--- config.mk ---
export PLATFORM = sky130hd
export DESIGN_NAME = rp_adc_decimator
export DESIGN_NICKNAME = d
export VERILOG_FILES = /design/src/rtl/rp_adc_decimator.sv
export SDC_FILE = /design/constraint.sdc
export NUM_CORES = 1
export LEC_CHECK = 0
export CAP_MARGIN = 20
export CORE_MARGIN = 2
export CORE_UTILIZATION = 65
export DETAILED_ROUTE_END_ITERATION = 16
export PLACE_DENSITY = 0.87
export REMOVE_ABC_BUFFERS = 1
export SYNTH_ARGS = -nofsm -noshare
export SYNTH_HDL_FRONTEND = slang
export SYNTH_SLANG_ARGS = --single-unit
--- constraint.sdc ---
create_clock -name adc_clk_i -period 12.3 [get_ports adc_clk_i]
set_input_delay 2.46 -clock adc_clk_i [delete_from_list [all_inputs] [get_ports adc_clk_i]]
set_output_delay 2.46 -clock adc_clk_i [all_outputs]
set_load 0.005 [all_outputs]
--- src/rtl/rp_adc_decimator.sv ---
// rp_adc_decimator: boxcar-average 2^k ADC samples per channel into a 2-deep valid/ready stream
module rp_adc_decimator #(
  parameter int DW       = 14,
  parameter int MAX_LOG2 = 10,
  parameter int CNT_W    = 16
) (
  input  logic             adc_clk_i,
  input  logic             adc_rst_i,
  input  logic [DW-1:0]    adc_dat_a_i,
  input  logic [DW-1:0]    adc_dat_b_i,
  input  logic             cfg_en_i,
  input  logic [3:0]       cfg_log2_dec_i,
  input  logic             cfg_clr_i,
  output logic [31:0]      m_tdata_o,
  output logic             m_tvalid_o,
  input  logic             m_tready_i,
  output logic             ovr_o,
  output logic [CNT_W-1:0] drop_cnt_o
);
  localparam int AW = DW + MAX_LOG2;
  typedef enum logic {IDLE, ACCUM} state_t;
  state_t                r_state;
  logic [3:0]            r_k;
  logic [MAX_LOG2-1:0]   r_cnt;
  logic signed [AW-1:0]  r_acc_a, r_acc_b;
  logic signed [DW-1:0]  r_s1_a, r_s1_b;
  logic                  r_res_vld;
  logic [31:0]           r_res;
  logic [31:0]           r_d0, r_d1;
  logic                  r_v0, r_v1;
  logic                  r_ovr;
  logic [CNT_W-1:0]      r_drop;
  logic [3:0]            w_k_cfg;
  logic [MAX_LOG2-1:0]   w_cnt_max;
  logic                  w_last;
  logic signed [AW-1:0]  w_sum_a, w_sum_b;
  logic signed [DW-1:0]  w_avg_a, w_avg_b;
  logic [31:0]           w_word;
  logic                  w_rd, w_drop;
  assign w_k_cfg   = (cfg_log2_dec_i > 4'(MAX_LOG2)) ? 4'(MAX_LOG2) : cfg_log2_dec_i;
  assign w_cnt_max = MAX_LOG2'((32'd1 << r_k) - 32'd1);
  assign w_last    = r_cnt == w_cnt_max;
  assign w_sum_a   = r_acc_a + {{MAX_LOG2{r_s1_a[DW-1]}}, r_s1_a};
  assign w_sum_b   = r_acc_b + {{MAX_LOG2{r_s1_b[DW-1]}}, r_s1_b};
  assign w_avg_a   = DW'(w_sum_a >>> r_k);
  assign w_avg_b   = DW'(w_sum_b >>> r_k);
  assign w_word    = {{(16-DW){w_avg_b[DW-1]}}, w_avg_b, {(16-DW){w_avg_a[DW-1]}}, w_avg_a};
  assign w_rd      = r_v0 & m_tready_i;
  assign w_drop    = r_res_vld & r_v1 & ~w_rd;
  assign m_tdata_o  = r_d0;
  assign m_tvalid_o = r_v0;
  assign ovr_o      = r_ovr;
  assign drop_cnt_o = r_drop;
  // S1: sample both channels every cycle regardless of state
  always_ff @(posedge adc_clk_i) begin
    if (adc_rst_i) begin
      r_s1_a <= '0;
      r_s1_b <= '0;
    end else begin
      r_s1_a <= adc_dat_a_i;
      r_s1_b <= adc_dat_b_i;
    end
  end
  // accumulate 2^k samples; k only changes at enable or at a block boundary
  always_ff @(posedge adc_clk_i) begin
    if (adc_rst_i) begin
      r_state   <= IDLE;
      r_k       <= '0;
      r_cnt     <= '0;
      r_acc_a   <= '0;
      r_acc_b   <= '0;
      r_res_vld <= 1'b0;
      r_res     <= '0;
    end else begin
      r_res_vld <= 1'b0;
      if (r_state == IDLE) begin
        r_cnt   <= '0;
        r_acc_a <= '0;
        r_acc_b <= '0;
        if (cfg_en_i) begin
          r_state <= ACCUM;
          r_k     <= w_k_cfg;
        end
      end else if (!cfg_en_i) begin
        r_state <= IDLE;
        r_cnt   <= '0;
        r_acc_a <= '0;
        r_acc_b <= '0;
      end else if (w_last) begin
        r_cnt     <= '0;
        r_acc_a   <= '0;
        r_acc_b   <= '0;
        r_k       <= w_k_cfg;
        r_res_vld <= 1'b1;
        r_res     <= w_word;
      end else begin
        r_cnt   <= r_cnt + MAX_LOG2'(1);
        r_acc_a <= w_sum_a;
        r_acc_b <= w_sum_b;
      end
    end
  end
  // 2-entry FIFO, head in r_d0; a read on a full FIFO makes room for a same-cycle write
  always_ff @(posedge adc_clk_i) begin
    if (adc_rst_i) begin
      r_d0 <= '0;
      r_d1 <= '0;
      r_v0 <= 1'b0;
      r_v1 <= 1'b0;
    end else if (w_rd) begin
      r_d0 <= r_v1 ? r_d1 : r_res;
      r_d1 <= r_res;
      r_v0 <= r_v1 | r_res_vld;
      r_v1 <= r_v1 & r_res_vld;
    end else if (r_res_vld & ~r_v0) begin
      r_d0 <= r_res;
      r_v0 <= 1'b1;
    end else if (r_res_vld & ~r_v1) begin
      r_d1 <= r_res;
      r_v1 <= 1'b1;
    end
  end
  // drop accounting; a drop in the same cycle as a clear is applied after the clear
  always_ff @(posedge adc_clk_i) begin
    if (adc_rst_i) begin
      r_ovr  <= 1'b0;
      r_drop <= '0;
    end else if (cfg_clr_i) begin
      r_ovr  <= w_drop;
      r_drop <= CNT_W'(w_drop);
    end else if (w_drop) begin
      r_ovr  <= 1'b1;
      r_drop <= (&r_drop) ? r_drop : r_drop + CNT_W'(1);
    end
  end
endmodule
* Word level (Yosys, flattened, before mapping)
Cells that the tools add are included.
W data, S select, Z words.
** Storage, ports and cells
- Bits of input ports :: 37
- Bits in latches :: 0
- Memories :: 0
- Logic and storage cells :: 76
- Output and inout bits :: 50
- Bits in registers :: 205
- Bits in read-only memories :: 0
- RAM bits :: 0
** Operators by class
- Multiply operators :: 0
- Add/subtract/negate cells :: 5
- Muxes and demuxes :: 23
- Bitwise gates (word level) :: 12
- Divide/modulo/power cells :: 0
- Shifts and indexed selects :: 3
- Equal/unequal tests :: 4
- Order comparisons :: 1
- Reduce and logical (&&, ||, !) cells :: 12
** Operators by type and width (count)
- $mux W32 :: 6
- $add A24 B24 Y24 :: 2
- $sshr A24 B4 Y14 :: 2
- $mux W4 :: 5
- $add A16 B1 Y16 const B :: 1
- $reduce_and A16 Y1 :: 1
- $mux W1 :: 12
- $add A10 B1 Y10 const B :: 1
- $eq A10 B10 Y1 :: 1
- $shl A1 B4 Y10 const A :: 1
- $sub A10 B1 Y10 const B :: 1
- $reduce_and A2 Y1 :: 4
- $not A1 Y1 :: 6
- $reduce_bool A2 Y1 :: 3
- $and A1 B1 Y1 :: 5
- $gt A4 B4 Y1 const B :: 1
- $ne A2 B2 Y1 const B :: 2
- $reduce_or A4 Y1 :: 1
- $reduce_and A3 Y1 :: 1
- $reduce_or A3 Y1 :: 1
- $ne A2 B1 Y1 const B :: 1
- $reduce_or A2 Y1 :: 1
- $or A1 B1 Y1 :: 1

* Logic depth before layout (Yosys ltp)
- Depth in word-level cells :: 6
- Mapped depth :: 18
- Depth with buffers taken out :: 13

* Least setup slack after synthesis
Ideal clock, no wire load.
- Path kind :: reg2reg
- Start :: register r_k[0]
- End :: register r_res[25]
- Required time :: 12.185 ns
- Setup time :: 0.115 ns
- Path buffers :: 5
- Slack :: 8.071 ns
- Period minus slack after synthesis :: 4.229 ns
- Cell stages (with the launch flop) :: 18
- Arrival :: 4.114 ns
- Cell sequence :: dfxtp_1 buf_2 inv_2 clkbuf_1 clkbuf_1 nor2_1 nand2_1 ha_1 buf_2 nor3b_1 a21oi_1 o31ai_1 xor2_1 or4b_4 or4_1 buf_2 or4_1 and3_1
** On the way
- Word-level cells in the longest chain between the ends :: 4
- Elaborated cells between the ends (all ways) :: 5
** Ends and longest elaborated chain
- from (decl) :: RTL line 23 : logic [3:0] r_k;
- from (signal assigned) :: RTL line 82 : r_k <= w_k_cfg;
- from (signal assigned) :: RTL line 93 : r_k <= w_k_cfg;
- $shl A1 B4 Y10 :: RTL line 41 : assign w_cnt_max = MAX_LOG2'((32'd1 << r_k) - 32'd1);
- $sub A10 B1 Y10 :: RTL line 41
- $eq A10 B10 Y1 :: RTL line 42 : assign w_last = r_cnt == w_cnt_max;
- $reduce_and A3 Y1 (no line)
- to (signal assigned) :: RTL line 95 : r_res <= w_word;
- to (decl) :: RTL line 28 : logic [31:0] r_res;
Parallel ways exist; a longest one is shown, timed or not.
A chain may end at the register's enable or synchronous reset.

* Worst setup path in the final report
- Start :: register r_k[0]
- End :: register r_res[24]
The elaborated chain is that of the path after synthesis.

==> impl_metrics.sql <==
INSERT INTO impl_metrics (metric_group, metric, value, unit) VALUES
('final_layout', 'multi_input_comb_area', '0.00770', 'mm²'),
('floorplan', 'die_area', '0.0197', 'mm²'),
('worst_setup_path', 'crit_path_end_kind', 'flop', ''),
('pwr', 'ir_worst_vdd', '0.0000972', 'V'),
('detailed_routing', 'ant_nets', '0', ''),
('synth', 'ys.warnings.count', '0', ''),
('worst_setup_path', 'crit_family', 'simple AND/OR/NAND/NOR gates', ''),
('timing', 'timing.fmax', '210', 'MHz'),
('detailed_routing', 'via_count', '11491', ''),
('cts', 'hold_buf_count_cts', '0', ''),
('worst_setup_path', 'cp_data_arrival_time', '5.06', 'ns'),
('synth', 'synth_edf_count', '0', ''),
('cts', 'post_cts.repair.setup_buffers', '0', ''),
('synth', 'seq_area_frac_synth', '0.322', ''),
('synth', 'syn_avg_cell_area', '8.11', 'µm²'),
('worst_setup_path', 'max_stage_delay', '0.67', 'ns'),
('synth', 'synth.top_cell.area_share', '0.322', ''),
('floorplan', 'pin_count', '87', ''),
('grt', 'grt_antenna_before_repair', '0', ''),
('pwr', 'power_per_cell_area', '104', 'mW/mm²'),
('place', 'place_area', '0.0129', 'mm²'),
('timing', 'timing_worst_slew_pin_value', '1.10', 'ns'),
('timing', 'grt_setup_unrepaired', 'no', ''),
('synth', 'synth_commonest_cells', '195 x sky130_fd_sc_hd__dfxtp_1, 177 x sky130_fd_sc_hd__nor2_1, 174 x sky130_fd_sc_hd__nand2_1, 105 x sky130_fd_sc_hd__a21oi_1, 78 x sky130_fd_sc_hd__clkbuf_1', ''),
('detailed_routing', 'drt_pass1_iterations', '6', ''),
('detailed_routing', 'routedWlPerCell', '18.2', 'µm'),
('timing', 'tns', '0', 'ns'),
('timing', 'finalCriticalPeriod', '4.76', 'ns'),
('final_layout', 'n_fill_cell', '1395', ''),
('cts', 'tritoncts', 'yes', ''),
('detailed_routing', 'finalWirelength', '31700', 'µm'),
('synth', 'synthesis.area', '0.0121', 'mm²'),
('final_layout', 'seq_cell_area', '0.00391', 'mm²'),
('worst_setup_path', 'criticalPathCategory', 'reg -> reg', ''),
('final_layout', 'num-nets-final', '1593', ''),
('floorplan', 'floorplan.initialDensity', '0.667', ''),
('cts', 'cts.repair.resized', '0', ''),
('synth', 'synthMostInstantiatedCell', 'sky130_fd_sc_hd__dfxtp_1', ''),
('worst_setup_path', 'worst-endpoint-required', '12.60', 'ns'),
('floorplan', 'die_height', '140', 'µm'),
('cts', 'clk-insertion-delay-late', '0.44', 'ns'),
('cts', 'clock_tree.htree_level_count', '4', ''),
('cts', 'clkTransAtPathRegs', '0.07', 'ns'),
('final_layout', 'drive_gt1_frac', '0.0580', ''),
('synth', 'ys_seq_elements', '195', ''),
('synth', 'synth.lib_cells_used.distinct', '80', ''),
('floorplan', 'die_width', '140', 'µm'),
('grt', 'pin_count_of_the_biggest_net_entering_global_routing', '90', ''),
('synth', 'yosys_most_used_dff', 'sky130_fd_sc_hd__dfxtp_1', ''),
('grt', 'first_global_vias', '10306', ''),
('floorplan', 'std_cell_rows', '49', ''),
('timing', 'timing_max_transition_violations_final', '0', ''),
('synth', 'async_flop_share', '0', ''),
('detailed_routing', 'route.detailed.vias_per_inst', '6.58', ''),
('place', 'dpl.hpwl', '22500', 'µm'),
('cts', 'clock_sink_count', '195', ''),
('worst_setup_path', 'path_max_fanout', '52', ''),
('synth', 'syn_inst', '1493', ''),
('status', 'status', 'completed', ''),
('timing', 'final-setup-viol-count', '0', ''),
('detailed_routing', 'drc', '0', ''),
('synth', 'top_area_cells_in_the_synthesized_netlist', 'sky130_fd_sc_hd__dfxtp_1 32%, sky130_fd_sc_hd__nor2_1 5.5%, sky130_fd_sc_hd__nand2_1 5.4%, sky130_fd_sc_hd__ha_1 5.1%, sky130_fd_sc_hd__a21oi_1 4.3%', ''),
('worst_setup_path', 'crit_start', 'r_k[0]$_SDFFE_PP0P_', ''),
('grt', 'grtUsageTotal', '0.317', ''),
('synth', 'synth_top_area_cell', 'sky130_fd_sc_hd__dfxtp_1', ''),
('worst_setup_path', 'regToRegStartpoint', 'r_k[0]$_SDFFE_PP0P_', ''),
('hold_path', 'worstHoldStart', 'r_d1[25]$_SDFFE_PP0P_', ''),
('flow_run', 'max_cap_violations', '0', ''),
('worst_setup_path', 'cp_num_buf_inv', '3', ''),
('floorplan', 'floorplan.core_area', '0.0181', 'mm²'),
('timing', 'period_share', '0.387', '');
[cell usage in the layout, fill, tap and decap left out, types with 11 or more instances in the layout]
cell	n
sky130_fd_sc_hd__mux2i_1	48
sky130_fd_sc_hd__nand3_1	25
sky130_fd_sc_hd__nor2_1	177
sky130_fd_sc_hd__o21ai_0	62
sky130_fd_sc_hd__and3_1	13
sky130_fd_sc_hd__nand2_1	174
sky130_fd_sc_hd__xnor2_1	37
sky130_fd_sc_hd__a21oi_1	105
sky130_fd_sc_hd__dfxtp_1	193
sky130_fd_sc_hd__nand4_1	13
sky130_fd_sc_hd__inv_1	27
sky130_fd_sc_hd__a21o_1	21
sky130_fd_sc_hd__o211ai_1	23
sky130_fd_sc_hd__nand2b_1	11
sky130_fd_sc_hd__clkdlybuf4s50_1	85
sky130_fd_sc_hd__xor2_1	36
sky130_fd_sc_hd__nor3_1	26
sky130_fd_sc_hd__a211oi_1	67
sky130_fd_sc_hd__mux4_2	19
sky130_fd_sc_hd__clkbuf_16	17
sky130_fd_sc_hd__or3_1	14
sky130_fd_sc_hd__ha_1	49
sky130_fd_sc_hd__nor2b_1	38
[worst register-to-register path: cells and delay by family, from the launching register on]
kind / cells / cell delay [ns]
adder cells (fa/ha/maj): 1 / 0.34
AO/OA/AOI/OAI: 4 / 1.14
XOR/XNOR: 1 / 0.13
AND/OR/NAND/NOR: 6 / 1.43
flip-flops: 1 / 0.31
buffers and inverters: 3 / 1.28
[cell type report]
class | instances | area share
Clock buffer | 19 | 0.0328
Clock inverter | 13 | 0.00872
Inverter | 29 | 0.00807
Multi-Input combinational cell | 1167 | 0.571
Sequential cell | 195 | 0.290
Tap cell | 229 | 0.0212
Timing Repair Buffer | 95 | 0.0687
[per-stage QoR]
stage	worst slack (ns)	hold WS (ns)	util	power (mW)	cells
after floorplan	7.24	0.430	-	0.804	1391
after global placement	7.54	0.441	0.712	0.868	1715
after detailed placement	7.46	0.446	0.712	0.871	1715
after CTS	7.61	0.456	0.743	1.40	1747
after global routing	7.18	0.474	0.743	1.45	1747
final	7.54	0.455	0.743	1.41	1747
[routing by layer]
layer	GRT usage	vias to the layer above	share of wire
met2	0.505	553	0.46
met4	0.0832	0	0.017
met5	0	-	0
met3	0.0547	50	0.084
met1	0.449	5417	0.44
li1	-	5471	-
[where the power goes]
| group | internal (mW) | switching [mW] |
|---|---|---|
| Combinational | 0.0849 | 0.134 |
| Clock | 0.272 | 0.270 |
| Sequential | 0.640 | 0.00533 |
[worst paths after layout]
| path | endpoint | slack (ns) | cells after the start |
|---|---|---|---|
| max reg2reg | r_res[24]$_SDFFE_PP0P_ | 7.54 | 15 |
| max | r_res[24]$_SDFFE_PP0P_ | 7.54 | 15 |
| min reg2reg | r_d1[25]$_SDFFE_PP0P_ | 0.46 | 2 |
| min | r_d1[25]$_SDFFE_PP0P_ | 0.46 | 2 |
[registers in the layout (all words and copies together), names as in the netlist]
register    flops
drop_cnt_o     16
r_acc_a        24
r_res_vld       1
r_v1            1
r_k             4
r_cnt          10
r_acc_b        24
r_d1           28
r_s1_b         14
r_state         1
ovr_o           1
m_tdata_o      28
r_res          28
r_s1_a         14
m_tvalid_o      1
[cells by family (layout without fill, tap and decap cells)]
logic type | after synthesis | in the layout | share of synthesized area
compound gates | 424 | 424 | 0.236
fa+ha+maj | 51 | 51 | 0.0539
flops | 195 | 195 | 0.322
mux | 72 | 72 | 0.0797
simple gates | 547 | 547 | 0.212
xor+xnor | 73 | 73 | 0.0528
buf+inv | 131 | 156 | 0.0437
(Power assumes the default switching activity.)
